<file path="src/rtl/ccff_loader_pkg.sv">
// Shared types and helpers for the configuration-chain bitstream loader.
package ccff_loader_pkg;

  typedef enum logic [1:0] {
    ST_IDLE  = 2'd0,
    ST_LOAD  = 2'd1,
    ST_CHECK = 2'd2,
    ST_DONE  = 2'd3
  } ccff_state_e;

  // Bits of the next word that still fit in the chain; the rest are dropped.
  function automatic int unsigned ccff_part_len(input int unsigned word_w,
                                                input int unsigned remaining);
    return (remaining < word_w) ? remaining : word_w;
  endfunction

endpackage

</file>
<file path="src/rtl/ccff_word_piso.sv">
// One-word parallel-in/serial-out buffer: shifts LSB-first while cnt_o is non-zero.
module ccff_word_piso
  import ccff_loader_pkg::*;
#(
  parameter  int WORD_W = 8,
  localparam int BC_W   = $clog2(WORD_W + 1)
) (
  input  logic              clk_i,
  input  logic              rst_i,
  input  logic              clr_i,
  input  logic              load_i,
  input  logic [WORD_W-1:0] data_i,
  input  logic [BC_W-1:0]   cnt_i,
  output logic              bit_o,
  output logic [BC_W-1:0]   cnt_o
);

  logic [WORD_W-1:0] shreg_q, shreg_d;
  logic [BC_W-1:0]   cnt_q, cnt_d;

  always_comb begin
    shreg_d = shreg_q;
    cnt_d   = cnt_q;
    if (clr_i) begin
      shreg_d = '0;
      cnt_d   = '0;
    end else if (load_i) begin
      shreg_d = data_i;
      cnt_d   = cnt_i;
    end else if (cnt_q != '0) begin
      shreg_d = shreg_q >> 1;
      cnt_d   = cnt_q - BC_W'(1);
    end
  end

  always_ff @(posedge clk_i) begin
    if (rst_i) begin
      shreg_q <= '0;
      cnt_q   <= '0;
    end else begin
      shreg_q <= shreg_d;
      cnt_q   <= cnt_d;
    end
  end

  assign bit_o = shreg_q[0];
  assign cnt_o = cnt_q;

endmodule

</file>
<file path="src/rtl/ccff_bitstream_loader.sv">
// Streams bitstream words LSB-first into the ccff chain, then checks the tail
// against the first bit shifted in. bs_data moves on a cycle with bs_valid && bs_ready.
module ccff_bitstream_loader
  import ccff_loader_pkg::*;
#(
  parameter  int CHAIN_LEN = 1024,
  parameter  int WORD_W    = 8,
  localparam int CNT_W     = $clog2(CHAIN_LEN + 1),
  localparam int BC_W      = $clog2(WORD_W + 1)
) (
  input  logic              prog_clk,
  input  logic              pReset,
  input  logic              start,
  input  logic              abort,
  input  logic [WORD_W-1:0] bs_data,
  input  logic              bs_valid,
  output logic              bs_ready,
  output logic              ccff_head,
  output logic              chain_en,
  input  logic              ccff_tail,
  output logic              busy,
  output logic              cfg_done,
  output logic              cfg_err,
  output ccff_state_e       dbg_state_o
);

  ccff_state_e      state_q, state_d;
  logic [CNT_W-1:0] bit_cnt_q, bit_cnt_d;
  logic [CNT_W-1:0] acc_cnt_q, acc_cnt_d;
  logic             first_bit_q, first_bit_d;
  logic             cfg_err_q, cfg_err_d;
  logic             chain_en_q, chain_en_d;
  logic             head_q, head_d;
  logic             piso_clr, piso_load, piso_bit, accept;
  logic [BC_W-1:0]  piso_cnt, load_cnt;

  assign bs_ready = !pReset && !abort && (state_q == ST_LOAD) && (piso_cnt == '0)
                    && (acc_cnt_q < CNT_W'(CHAIN_LEN));
  assign accept   = bs_ready && bs_valid;
  assign load_cnt = BC_W'(ccff_part_len(WORD_W, CHAIN_LEN - int'(acc_cnt_q)));

  ccff_word_piso #(.WORD_W(WORD_W)) u_piso (
    .clk_i  (prog_clk),
    .rst_i  (pReset),
    .clr_i  (piso_clr),
    .load_i (piso_load),
    .data_i (bs_data),
    .cnt_i  (load_cnt),
    .bit_o  (piso_bit),
    .cnt_o  (piso_cnt)
  );

  always_comb begin
    state_d     = state_q;
    bit_cnt_d   = bit_cnt_q;
    acc_cnt_d   = acc_cnt_q;
    first_bit_d = first_bit_q;
    cfg_err_d   = cfg_err_q;
    chain_en_d  = 1'b0;
    head_d      = head_q;
    piso_clr    = 1'b0;
    piso_load   = 1'b0;
    if (abort) begin
      state_d   = ST_IDLE;
      piso_clr  = 1'b1;
      cfg_err_d = 1'b0;
    end else begin
      case (state_q)
        ST_IDLE, ST_DONE: begin
          if (start) begin
            state_d   = ST_LOAD;
            bit_cnt_d = '0;
            acc_cnt_d = '0;
            cfg_err_d = 1'b0;
            piso_clr  = 1'b1;
          end
        end
        ST_LOAD: begin
          if (piso_cnt != '0) begin
            chain_en_d = 1'b1;
            head_d     = piso_bit;
            bit_cnt_d  = bit_cnt_q + CNT_W'(1);
          end
          if (accept) begin
            piso_load = 1'b1;
            acc_cnt_d = acc_cnt_q + CNT_W'(load_cnt);
            if (acc_cnt_q == '0) first_bit_d = bs_data[0];
          end
          // Last bit is on the head now; the chain captures it at this edge.
          if (bit_cnt_q == CNT_W'(CHAIN_LEN)) state_d = ST_CHECK;
        end
        ST_CHECK: begin
          cfg_err_d = (ccff_tail != first_bit_q);
          state_d   = ST_DONE;
        end
        default: state_d = ST_IDLE;
      endcase
    end
  end

  always_ff @(posedge prog_clk) begin
    if (pReset) begin
      state_q     <= ST_IDLE;
      bit_cnt_q   <= '0;
      acc_cnt_q   <= '0;
      first_bit_q <= 1'b0;
      cfg_err_q   <= 1'b0;
      chain_en_q  <= 1'b0;
      head_q      <= 1'b0;
    end else begin
      state_q     <= state_d;
      bit_cnt_q   <= bit_cnt_d;
      acc_cnt_q   <= acc_cnt_d;
      first_bit_q <= first_bit_d;
      cfg_err_q   <= cfg_err_d;
      chain_en_q  <= chain_en_d;
      head_q      <= head_d;
    end
  end

  assign ccff_head   = head_q;
  assign chain_en    = chain_en_q;
  assign busy        = (state_q == ST_LOAD) || (state_q == ST_CHECK);
  assign cfg_done    = (state_q == ST_DONE);
  assign cfg_err     = cfg_err_q;
  assign dbg_state_o = state_q;

endmodule

</file>
<file path="config.mk">
export PLATFORM = sky130hd
export DESIGN_NAME = ccff_bitstream_loader
export DESIGN_NICKNAME = d
export VERILOG_FILES = /design/src/rtl/ccff_loader_pkg.sv /design/src/rtl/ccff_word_piso.sv /design/src/rtl/ccff_bitstream_loader.sv
export SDC_FILE = /design/constraint.sdc
export NUM_CORES = 1
export LEC_CHECK = 0
export CAP_MARGIN = 20
export CORE_MARGIN = 2
export CORE_UTILIZATION = 55
export DETAILED_ROUTE_END_ITERATION = 7
export HOLD_SLACK_MARGIN = 0.02
export PLACE_DENSITY = 0.86
export SETUP_SLACK_MARGIN = 0.2
export SYNTH_ARGS = -nofsm -noshare
export SYNTH_HDL_FRONTEND = slang
export SYNTH_SLANG_ARGS = --single-unit
</file>
<file path="constraint.sdc">
create_clock -name prog_clk -period 3.9 [get_ports prog_clk]
set_clock_uncertainty 0.2 [all_clocks]
set_input_delay 0.78 -clock prog_clk [delete_from_list [all_inputs] [get_ports prog_clk]]
set_output_delay 0.78 -clock prog_clk [all_outputs]
set_load 0.05 [all_outputs]
</file>
==> flow_summary.ini, run 1 <==
[clock_network]
holdBufCountCts = 0
cts_buffer_depth = 2
htree_levels = 2
clk_latency_ns = 0.30
clkTransAtPathRegs_ns = 0.08
cts_tree = built
cts_root_buffer = clkbuf_8
cts_sinks = 40
cts_buffers = 5

[place]
io_buffers = 21
place_congestion = 0.858
hpwl_um = 3440
place_area_um2 = 2530
place_inst = 343
preCtsSetupSlack_ns = 0.284

[global_route]
grt_antenna_before_repair = 0
grt_start_max_net_pins = 21
top_usage_layer = met2
grt_usage = 0.226
grt.met2_usage = 0.353
grt_pass1_wl_um = 7910
grt_use_met1 = 0.306
grt_pass1_vias = 1783
overflow = 0
use_met3 = 0.0461

[critical_path]
reg2regPathDepth = 14
cp_data_arrival_time_ns = 3.50
r2r_slack_ns = 0.39
crit_type = reg -> reg
critPathCaptureType = flop
crit_fanout = 13
crit_required_ns = 3.89
rr_startpoint = acc_cnt_q[1]
cp-endpoint = acc_cnt_q[9]
crit_path_start_kind = flop
startpoint = acc_cnt_q[1]
r2r_end = acc_cnt_q[9]

[synth]
async_reset_ff_frac = 0
syn_inst = 277
syn-num-nets = 303
synth-compound-area-share = 0.167
syn_area_um2 = 2260
synth_xor_area_frac = 0.0658
yosys_most_used_dff = dfxtp_1
synthSimpleGateAreaFrac = 0.267
synth.avg_cell_area_um2 = 8.17
synth_edf_count = 0
yosysUniqueCellTypes = 45
ys_warn_count = 0
muxShareOfSynthArea = 0.0360
synth-adder-area-share = 0.0697
yosysSeqAreaShare = 0.354
synth_top_family_by_area = simple AND/OR/NAND/NOR gates
ys_seq_elements = 40

[drt]
wl_per_cell_um = 13.7
first_pass_iters = 5
detail-route-antenna-nets = 0
remaining_drc_errors = 0
routed_wl_um = 4820
vias_per_cell = 5.73
drtIter0Drc = 95
vias = 2021

[finish]
fillers = 328
fin_area_um2 = 2660
nNetsFinal = 328
final_cell_mix = nor2_1, dfxtp_1, nand2_1
syn2layout_area_growth_pct = 17.7
drive_above_1_share = 0.0858
antenna_cells = 0
layoutNonFillerInstCount = 353

[timing]
fin_tns_setup_ns = 0
setup_slack_ns = 0.389
slew_viol_final = 0
layout_min_cycle_time_ns = 3.51
fmax_ghz = 0.285
rsz0062_at_grt = yes
final.period_utilization = 0.900
finalSetupViolCount = 0
hold_slack_ns = 0.258
worstMarginPinSlew_ns = 0.705
hold_violations = 0
slew_headroom = 0.527

[floorplan]
rows = 23
die_h_um = 68.1
ioPinCount = 22
start_util = 0.570
die_area_um2 = 4640
die_w_um = 68.1
core_area_um2 = 3970

[worst_hold_path]
min_path_type = reg -> reg

[job]
drv_cap = 0

[status]
status = finished, final reports clean

[pwr]
peakVddDrop_mv = 0.282
power_density_nw_per_um2 = 310
p_leak_nw = 0.974
-- cell usage after synthesis, types with 5 or more instances --
| master | instances | area share |
|---|---|---|
| a211oi_1 | 5 | 0.017 |
| a21oi_1 | 28 | 0.062 |
| a22oi_1 | 6 | 0.020 |
| clkbuf_1 | 7 | 0.012 |
| dfxtp_1 | 40 | 0.35 |
| ha_1 | 11 | 0.061 |
| inv_1 | 16 | 0.027 |
| mux2i_1 | 7 | 0.031 |
| nand2_1 | 30 | 0.050 |
| nand3_1 | 8 | 0.018 |
| nor2_1 | 38 | 0.063 |
| nor3_1 | 6 | 0.013 |
| o21ai_0 | 6 | 0.013 |
| xnor2_1 | 8 | 0.031 |
| xor2_1 | 9 | 0.035 |
-- per-stage QoR --
step / utilization / power, mW
5_1_grt: 0.670 / 0.851
3_3_place_gp: 0.637 / 0.495
3_5_place_dp: 0.637 / 0.496
2_1_floorplan: - / 0.465
6_report: 0.670 / 0.825
4_1_cts: 0.664 / 0.829
-- worst min-delay path by stage --
stage | from | to | slack, ns | depth (start not counted)
final | u_piso.shreg_q[5] | u_piso.shreg_q[5] | 0.26 | 2
after global placement | u_piso.shreg_q[4] | u_piso.shreg_q[4] | 0.24 | 2
after CTS | u_piso.shreg_q[3] | u_piso.shreg_q[3] | 0.26 | 2
after floorplan | u_piso.shreg_q[1] | u_piso.shreg_q[1] | 0.24 | 2
after global routing | u_piso.shreg_q[5] | u_piso.shreg_q[5] | 0.28 | 2
after detailed placement | u_piso.shreg_q[3] | u_piso.shreg_q[3] | 0.25 | 2
-- layer usage --
metal / part of all wire / up-vias / wire [um]
li1: - / 1020 / -
met5: 0 / - / 0
met2: 0.48 / 59 / 2290
met1: 0.46 / 932 / 2200
met3: 0.050 / 10 / 239
met4: 0.019 / 0 / 91
-- cell families (layout without fill, tap and decap cells) --
| logic type | Yosys count | after routing |
|---|---|---|
| simple gates | 117 | 117 |
| compound gates | 59 | 59 |
| flops | 40 | 40 |
| buf+inv | 24 | 50 |
| xor+xnor | 17 | 17 |
| fa+ha+maj | 12 | 12 |
| mux | 8 | 8 |
-- flip-flops by register name, summed over array words and instances (netlist names) --
register	flops
u_piso.shreg_q	8
dbg_state_o	2
ccff_head	1
u_piso.cnt_o	4
bit_cnt_q	11
first_bit_q	1
chain_en	1
cfg_err	1
acc_cnt_q	11
-- cell type report --
cell class / count / area [um2] / area share
Clock buffer: 6 / 72.6 / 0.0273
Clock inverter: 2 / 35.0 / 0.0132
Inverter: 16 / 60.1 / 0.0226
Multi-Input combinational cell: 213 / 1380 / 0.520
Sequential cell: 40 / 803 / 0.302
Tap cell: 50 / 62.6 / 0.0235
Timing Repair Buffer: 26 / 245 / 0.0921
-- timing repair --
action | in CTS | in global routing
resized for setup | 0 | 4
setup buffers | 0 | 2
setup endpoints to repair | 0 | 7
-- critical path, cell delays in order, from the launching register on --
cell and delay, ns:
dfxtp_2 0.40, inv_1 0.10, ha_1 0.23, and2b_1 0.24
xnor2_1 0.15, a41o_1 0.25, o211a_4 0.20, and2_1 0.20
ha_1 0.27, a21o_1 0.18, a21oi_1 0.24, mux2i_1 0.13
mux2i_2 0.24, nor3_1 0.09, mux2_1 0.31
-- report_power, final --
part           total, mW  internal [mW]  switching (mW)  leakage, nW
sequential         0.412          0.410         0.00230        0.323
combinational     0.0747         0.0300          0.0448        0.595
clock              0.338          0.190           0.148       0.0552
Power figures use the tool's default switching activity.
==> inputs of run 2 (changes only) <==
CAP_MARGIN = 40   (was 20)
==> results of run 2 <==
Same layout as run 1: the final DEF is identical, and so are final timing and power.
